## config.mk

```make
export PLATFORM = sky130hd
export DESIGN_NAME = mem_bus_bridge_flat
export DESIGN_NICKNAME = d
export VERILOG_FILES = /design/src/rtl/mem_bus_pkg.sv /design/src/rtl/mem_bus_bridge_if.sv /design/src/rtl/mem_lane_unit.sv /design/src/rtl/mem_bus_bridge.sv /design/src/flat_wrapper.sv
export SDC_FILE = /design/constraint.sdc
export NUM_CORES = 1
export LEC_CHECK = 0
export BUFFER_PORTS_ARGS = -buffer_cell sky130_fd_sc_hd__buf_2
export CAP_MARGIN = 20
export CELL_PAD_IN_SITES_DETAIL_PLACEMENT = 1
export CELL_PAD_IN_SITES_GLOBAL_PLACEMENT = 2
export CORE_MARGIN = 4
export CORE_UTILIZATION = 31
export DETAILED_ROUTE_END_ITERATION = 8
export PLACE_DENSITY = 0.95
export SYNTH_ARGS = -nofsm -noshare
export SYNTH_HDL_FRONTEND = slang
export SYNTH_HIERARCHICAL = 1
export SYNTH_SLANG_ARGS = --single-unit
export TNS_END_PERCENT = 5
```

## constraint.sdc

```tcl
create_clock -name clk -period 3.4 [get_ports clk]
set_input_delay 0.34 -clock clk [delete_from_list [all_inputs] [get_ports clk]]
set_output_delay 0.34 -clock clk [all_outputs]
set_load 0.01 [all_outputs]
```

## src/rtl/mem_bus_pkg.sv

```systemverilog
// Shared encodings and byte-lane helpers for the CPU-to-Wishbone load/store bridge.
// Byte lanes are little-endian: addr[1:0]=0 selects bits 7:0.
package mem_bus_pkg;

  localparam logic [1:0] SZ_BYTE = 2'b00;
  localparam logic [1:0] SZ_HALF = 2'b01;
  localparam logic [1:0] SZ_WORD = 2'b10;

  typedef enum logic [2:0] {
    ST_IDLE,
    ST_RD,
    ST_CAPT,
    ST_WR,
    ST_RMW_RD,
    ST_MERGE,
    ST_RMW_WR,
    ST_DONE
  } state_e;

  // Size code 2'b11 is handled as a word everywhere, so only bit 1 is decoded.
  function automatic logic [31:0] lane_extract(input logic [31:0] word,
                                               input logic [1:0]  addr_lo,
                                               input logic [1:0]  size,
                                               input logic        is_unsigned);
    logic [7:0]  b;
    logic [15:0] h;
    logic [31:0] r;
    case (addr_lo)
      2'd0:    b = word[7:0];
      2'd1:    b = word[15:8];
      2'd2:    b = word[23:16];
      default: b = word[31:24];
    endcase
    h = addr_lo[1] ? word[31:16] : word[15:0];
    if (size[1])            r = word;
    else if (size == SZ_HALF) r = {{16{~is_unsigned & h[15]}}, h};
    else                    r = {{24{~is_unsigned & b[7]}}, b};
    return r;
  endfunction

  function automatic logic [31:0] lane_merge(input logic [31:0] word,
                                             input logic [31:0] wdata,
                                             input logic [1:0]  addr_lo,
                                             input logic [1:0]  size);
    logic [31:0] r;
    r = word;
    if (size[1]) begin
      r = wdata;
    end else if (size == SZ_HALF) begin
      if (addr_lo[1]) r[31:16] = wdata[15:0];
      else            r[15:0]  = wdata[15:0];
    end else begin
      case (addr_lo)
        2'd0:    r[7:0]   = wdata[7:0];
        2'd1:    r[15:8]  = wdata[7:0];
        2'd2:    r[23:16] = wdata[7:0];
        default: r[31:24] = wdata[7:0];
      endcase
    end
    return r;
  endfunction

endpackage

```

## src/rtl/mem_bus_bridge_if.sv

```systemverilog
// Word-wide Wishbone-style data bus between the bridge (master) and memory (slave).
interface mem_bus_bridge_if #(
  parameter int ADDR_W = 32,
  parameter int DATA_W = 32
);
  logic [ADDR_W-1:0] wb_adr_o;
  logic [DATA_W-1:0] wb_dat_o;
  logic              wb_we_o;
  logic              wb_stb_o;
  logic [DATA_W-1:0] wb_dat_i;
  logic              wb_ack_i;

  modport master (
    output wb_adr_o, wb_dat_o, wb_we_o, wb_stb_o,
    input  wb_dat_i, wb_ack_i
  );

  modport slave (
    input  wb_adr_o, wb_dat_o, wb_we_o, wb_stb_o,
    output wb_dat_i, wb_ack_i
  );
endinterface

```

## src/rtl/mem_lane_unit.sv

```systemverilog
// Combinational byte/half lane logic: load extraction for CAPT and store merge for MERGE.
module mem_lane_unit
  import mem_bus_pkg::*;
(
  input  logic [31:0] rd_word_i,
  input  logic [31:0] wdata_i,
  input  logic [1:0]  addr_lo_i,
  input  logic [1:0]  size_i,
  input  logic        unsigned_i,
  output logic [31:0] ext_o,
  output logic [31:0] merged_o
);

  assign ext_o    = lane_extract(rd_word_i, addr_lo_i, size_i, unsigned_i);
  assign merged_o = lane_merge(rd_word_i, wdata_i, addr_lo_i, size_i);

endmodule

```

## src/rtl/mem_bus_bridge.sv

```systemverilog
// CPU load/store unit: turns byte/half/word accesses into word-wide bus cycles,
// using read-modify-write for sub-word stores.
module mem_bus_bridge
  import mem_bus_pkg::*;
#(
  parameter int ADDR_W = 32,
  parameter int DATA_W = 32
) (
  input  logic              clk,
  input  logic              rst,
  input  logic              cpu_req,
  input  logic              cpu_we,
  input  logic [1:0]        cpu_size,
  input  logic              cpu_unsigned,
  input  logic [ADDR_W-1:0] cpu_addr,
  input  logic [DATA_W-1:0] cpu_wdata,
  output logic [DATA_W-1:0] cpu_rdata,
  output logic              cpu_ready,
  output logic              cpu_misalign,
  mem_bus_bridge_if.master  wb
);

  state_e            state_q, state_d;
  logic [ADDR_W-1:0] addr_q, addr_d;
  logic [1:0]        size_q, size_d;
  logic              uns_q, uns_d;
  logic [DATA_W-1:0] wdata_q, wdata_d;
  logic [DATA_W-1:0] rdata_q, rdata_d;
  logic [DATA_W-1:0] dat_q, dat_d;
  logic              mis_q, mis_d;
  logic [31:0]       ext_w, merged_w;
  logic              req_misaligned;

  mem_lane_unit u_lane (
    .rd_word_i (wb.wb_dat_i),
    .wdata_i   (wdata_q),
    .addr_lo_i (addr_q[1:0]),
    .size_i    (size_q),
    .unsigned_i(uns_q),
    .ext_o     (ext_w),
    .merged_o  (merged_w)
  );

  assign req_misaligned = (cpu_size == SZ_HALF && cpu_addr[0]) ||
                          (cpu_size[1] && cpu_addr[1:0] != 2'b00);

  always_comb begin
    state_d = state_q;
    addr_d  = addr_q;
    size_d  = size_q;
    uns_d   = uns_q;
    wdata_d = wdata_q;
    rdata_d = rdata_q;
    dat_d   = dat_q;
    mis_d   = mis_q;
    case (state_q)
      ST_IDLE: begin
        if (cpu_req) begin
          addr_d  = cpu_addr;
          size_d  = cpu_size;
          uns_d   = cpu_unsigned;
          wdata_d = cpu_wdata;
          mis_d   = req_misaligned;
          if (req_misaligned) begin
            state_d = ST_DONE;
          end else if (!cpu_we) begin
            state_d = ST_RD;
          end else if (cpu_size[1]) begin
            dat_d   = cpu_wdata;
            state_d = ST_WR;
          end else begin
            state_d = ST_RMW_RD;
          end
        end
      end
      ST_RD:     if (wb.wb_ack_i) state_d = ST_CAPT;
      ST_CAPT: begin
        rdata_d = ext_w;
        state_d = ST_DONE;
      end
      ST_WR:     if (wb.wb_ack_i) state_d = ST_DONE;
      ST_RMW_RD: if (wb.wb_ack_i) state_d = ST_MERGE;
      // Read data arrives one cycle after the ack, so the merge lands here.
      ST_MERGE: begin
        dat_d   = merged_w;
        state_d = ST_RMW_WR;
      end
      ST_RMW_WR: if (wb.wb_ack_i) state_d = ST_DONE;
      ST_DONE:   state_d = ST_IDLE;
      default:   state_d = ST_IDLE;
    endcase
  end

  always_ff @(posedge clk) begin
    if (rst) begin
      state_q <= ST_IDLE;
      addr_q  <= '0;
      size_q  <= SZ_BYTE;
      uns_q   <= 1'b0;
      wdata_q <= '0;
      rdata_q <= '0;
      dat_q   <= '0;
      mis_q   <= 1'b0;
    end else begin
      state_q <= state_d;
      addr_q  <= addr_d;
      size_q  <= size_d;
      uns_q   <= uns_d;
      wdata_q <= wdata_d;
      rdata_q <= rdata_d;
      dat_q   <= dat_d;
      mis_q   <= mis_d;
    end
  end

  assign wb.wb_stb_o  = (state_q == ST_RD) || (state_q == ST_WR) ||
                        (state_q == ST_RMW_RD) || (state_q == ST_RMW_WR);
  assign wb.wb_we_o   = (state_q == ST_WR) || (state_q == ST_RMW_WR);
  assign wb.wb_adr_o  = {addr_q[ADDR_W-1:2], 2'b00};
  assign wb.wb_dat_o  = dat_q;
  assign cpu_rdata    = rdata_q;
  assign cpu_ready    = (state_q == ST_DONE);
  assign cpu_misalign = (state_q == ST_DONE) && mis_q;

endmodule

```

## src/flat_wrapper.sv

```systemverilog
// flat-port wrapper written by rule: the top's interface ports become plain ports
module mem_bus_bridge_flat import mem_bus_pkg::*;
#(
  parameter int ADDR_W = 32,
  parameter int DATA_W = 32
)
  (clk, rst, cpu_req, cpu_we, cpu_size, cpu_unsigned, cpu_addr, cpu_wdata, cpu_rdata, cpu_ready, cpu_misalign, wb_wb_adr_o, wb_wb_dat_o, wb_wb_we_o, wb_wb_stb_o, wb_wb_dat_i, wb_wb_ack_i);
  mem_bus_bridge_if #(.ADDR_W(ADDR_W), .DATA_W(DATA_W)) wb_i ();
  input  logic clk;
  input  logic rst;
  input  logic cpu_req;
  input  logic cpu_we;
  input  logic [1:0] cpu_size;
  input  logic cpu_unsigned;
  input  logic [ADDR_W-1:0] cpu_addr;
  input  logic [DATA_W-1:0] cpu_wdata;
  output logic [DATA_W-1:0] cpu_rdata;
  output logic cpu_ready;
  output logic cpu_misalign;
  output wire logic [$bits(wb_i.wb_adr_o)-1:0] wb_wb_adr_o;
  output wire logic [$bits(wb_i.wb_dat_o)-1:0] wb_wb_dat_o;
  output wire logic [$bits(wb_i.wb_we_o)-1:0] wb_wb_we_o;
  output wire logic [$bits(wb_i.wb_stb_o)-1:0] wb_wb_stb_o;
  input wire logic [$bits(wb_i.wb_dat_i)-1:0] wb_wb_dat_i;
  input wire logic [$bits(wb_i.wb_ack_i)-1:0] wb_wb_ack_i;
  assign wb_wb_adr_o = wb_i.wb_adr_o;
  assign wb_wb_dat_o = wb_i.wb_dat_o;
  assign wb_wb_we_o = wb_i.wb_we_o;
  assign wb_wb_stb_o = wb_i.wb_stb_o;
  assign wb_i.wb_dat_i = wb_wb_dat_i;
  assign wb_i.wb_ack_i = wb_wb_ack_i;
  mem_bus_bridge #(.ADDR_W(ADDR_W), .DATA_W(DATA_W)) u_core (.clk(clk), .rst(rst), .cpu_req(cpu_req), .cpu_we(cpu_we), .cpu_size(cpu_size), .cpu_unsigned(cpu_unsigned), .cpu_addr(cpu_addr), .cpu_wdata(cpu_wdata), .cpu_rdata(cpu_rdata), .cpu_ready(cpu_ready), .cpu_misalign(cpu_misalign), .wb(wb_i));
endmodule
```

==> results.toml <==
[run_status]
outcome = "finished, final reports clean"

[cells_and_area]
final_common_cell = "nand2_1"
final_nets = 1169
area_growth_pct = 21.5
fill_cells = 2771
multiInputGateArea_mm2 = 0.00362
stdcell_area_mm2 = 0.00845
layout-drive-gt1-share_pct = 24.3
seq_area_mm2 = 0.00270
final_cell_mix = "nand2_1 (273), buf_2 (200), dfxtp_1 (134)"

[sta]
fin_setup_tns_ns = 0
hold_viol = 0
period_share_pct = 68.9
period_minus_slack_ns = 2.34
fin_worst_skew_ns = 0.00773
worst_pin_slew_ns = 0.859
slew_violations = 0
fmax_ghz = 0.427
rsz0062_at_grt = "no"
whs_ns = 0.153
slew_headroom_pct = 42.6
setup_slack_ns = 1.06
setup_viol = 0

[clocking]
cts_buffers = 17
post_cts_resized = 0
clkTransAtPathRegs_ns = 0.06
cts_tree = "done"
post_cts_buffers = 0
cts_buffer_depth = 2
postCtsHoldBufs = 0
cts_root_buf = "clkbuf_16"
h-tree-depth = 4
clkSinkCount = 135
insertion_delay_ns = 0.42

[synth]
syn_area_mm2 = 0.00696
synth_seq_area_share_pct = 38.9
syn_inst = 949
syn_avg_cell_area_um2 = 7.33
ys_seq_elements = 135
async_flop_share_pct = 0
synth-edff-count = 0
ys.flop_type = "dfxtp_1"
ys_warn_count = 6
ys_types = 55

[grt]
antenna_found_initial = 6
grt_pass1_vias = 7155
grt_pass1_wl_um = 40500
grt_use_total_pct = 20.8
grt_max_degree = 102
gr-total-overflow = 0

[die]
die-area_mm2 = 0.0249
die_x_um = 158
io_pins = 204
core_mm2 = 0.0220
die_h_um = 158
rows = 54
start_util_pct = 31.7

[routing]
antenna_left = 0
wl_per_cell_um = 19.4
vias_per_cell = 5.32
wirelength_um = 26400
vias = 7232
drt-pass1-iter-count = 5
drt_iter0_drc = 519
drc = 0

[setup_path]
max_stage_delay_ns = 0.65
rr_startpoint = "u_core/addr_q[1]$_SDFFE_PP0P_"
required_ns = 3.72
reg2reg_depth = 6
endpoint_kind = "flop"
path_cells = "inv_1, a21oi_2, mux2i_1, o21ai_0, nor2_1, nor4_1"
cp_max_fo = 16
r2r_end = "u_core/wb.wb_dat_o[16]$_SDFFE_PP0P_"
critPathSlowestCell = "dfxtp_1"
r2r_setup_slack_ns = 1.06
start_kind = "flop"
arrival_ns = 2.66
critical_path_class = "reg -> reg"

[worst_hold_path]
hold_path_depth = 3
hold_class = "in -> reg"
hold_start = "cpu_addr[7]"
holdPathEnd = "u_core/addr_q[7]$_SDFFE_PP0P_"

[power]
peakVddDrop_uv = 399
powerDensity_mw_per_mm2 = 721
p_leak_nw = 3.53
power_mw = 6.09

[placement]
detailed_place_hpwl_um = 18600
pre_cts_slack_ns = 1.07
portBuffers = 201
place_area_mm2 = 0.00785
place_congestion = 0.920

[run]
drv_cap = 0
-- power breakdown --
| part | total, mW | internal, mW | switching [mW] |
|---|---|---|---|
| registers | 2.19 | 1.90 | 0.294 |
| logic | 2.08 | 0.774 | 1.30 |
| clock network | 1.82 | 1.11 | 0.708 |
-- area by class of cell --
class / count / area share (%)
diodes: 3 / 0.0888
clock buffers: 23 / 5.54
clock inverters: 8 / 1.17
inverters: 13 / 0.577
multi-input cells: 683 / 42.8
flip-flops and latches: 135 / 32.0
well taps: 280 / 4.15
repair buffers: 215 / 13.7
-- critical path: cells and delay by family, from the launching register on --
family,cells,cell delay (ns)
AOI/OAI and AO/OA,2,0.65
muxes,1,0.15
buffers and inverters,1,0.43
and+or+nand+nor,2,0.36
DFF,1,0.65
-- worst max path at each step --
stage | start | endpoint | slack (ns) | cells after the start
3_3_place_gp | u_core/size_q[1]$_SDFFE_PP0P_ | u_core/wb.wb_dat_o[5]$_SDFFE_PP0P_ | 1.17 | 5
5_1_grt | u_core/addr_q[1]$_SDFFE_PP0P_ | u_core/wb.wb_dat_o[23]$_SDFFE_PP0P_ | 0.76 | 6
2_1_floorplan | u_core/addr_q[1]$_SDFFE_PP0P_ | u_core/cpu_rdata[21]$_SDFFE_PP0P_ | 1.73 | 8
3_5_place_dp | u_core/addr_q[1]$_SDFFE_PP0P_ | u_core/wb.wb_dat_o[16]$_SDFFE_PP0P_ | 1.07 | 6
6_report | u_core/addr_q[1]$_SDFFE_PP0P_ | u_core/wb.wb_dat_o[16]$_SDFFE_PP0P_ | 1.06 | 6
4_1_cts | u_core/size_q[0]$_SDFFE_PP0P_ | u_core/wb.wb_dat_o[24]$_SDFFE_PP0P_ | 1.06 | 6
-- routing by layer --
metal	share of wire, %	track usage, %	wire, µm
met4	1.3	5.49	345
met2	46	32.6	12200
met5	0.21	0	55
met3	7.7	6.23	2040
met1	44	27.9	11800
-- cell usage after synthesis (all sizes together) (3+ instances only) --
master   number  area (µm²)
nand3         4        20.0
a22o         18         158
a221o         8        80.1
buf          67         427
o22ai         9        56.3
nor2         42         165
mux2          5        56.3
a31oi         4        25.0
a22oi        11        82.6
a32o          3        30.0
mux2i        10         100
inv          13        48.8
a2bb2oi       5        43.8
nor4         29         181
a21oi       115         579
a211oi       31         233
dfxtp       135        2700
nor3         33         165
o21ai        42         218
o21bai        3        22.5
nand2       273        1020
nor2b         7        43.8
clkbuf       52         196
-- cells by family (layout without fill, tap and decap cells) --
group	after synthesis	after routing	share of synthesized area [%]
DFF	135	135	38.9
other	1	5	0.0539
and+or+nand+nor	404	404	25.2
buffers and inverters	132	259	9.66
muxes	17	17	2.90
xor gates and xnor gates	1	1	0.126
AOI/OAI and AO/OA	259	259	23.2
-- stage by stage --
step	cells	util [%]
2_1_floorplan	950	-
3_3_place_gp	1325	35.7
3_5_place_dp	1325	35.7
4_1_cts	1356	38.3
5_1_grt	1359	38.5
6_report	1360	38.5
-- registers in the layout, indices dropped and copies added (netlist names) --
register	count
u_core/addr_q	32
u_core/cpu_rdata	32
u_core/wb.wb_dat_o	32
u_core/wdata_q	32
u_core/state_q	3
u_core/size_q	2
u_core/mis_q	1
u_core/uns_q	1
Note: power is estimated with default switching activity, not from simulation.
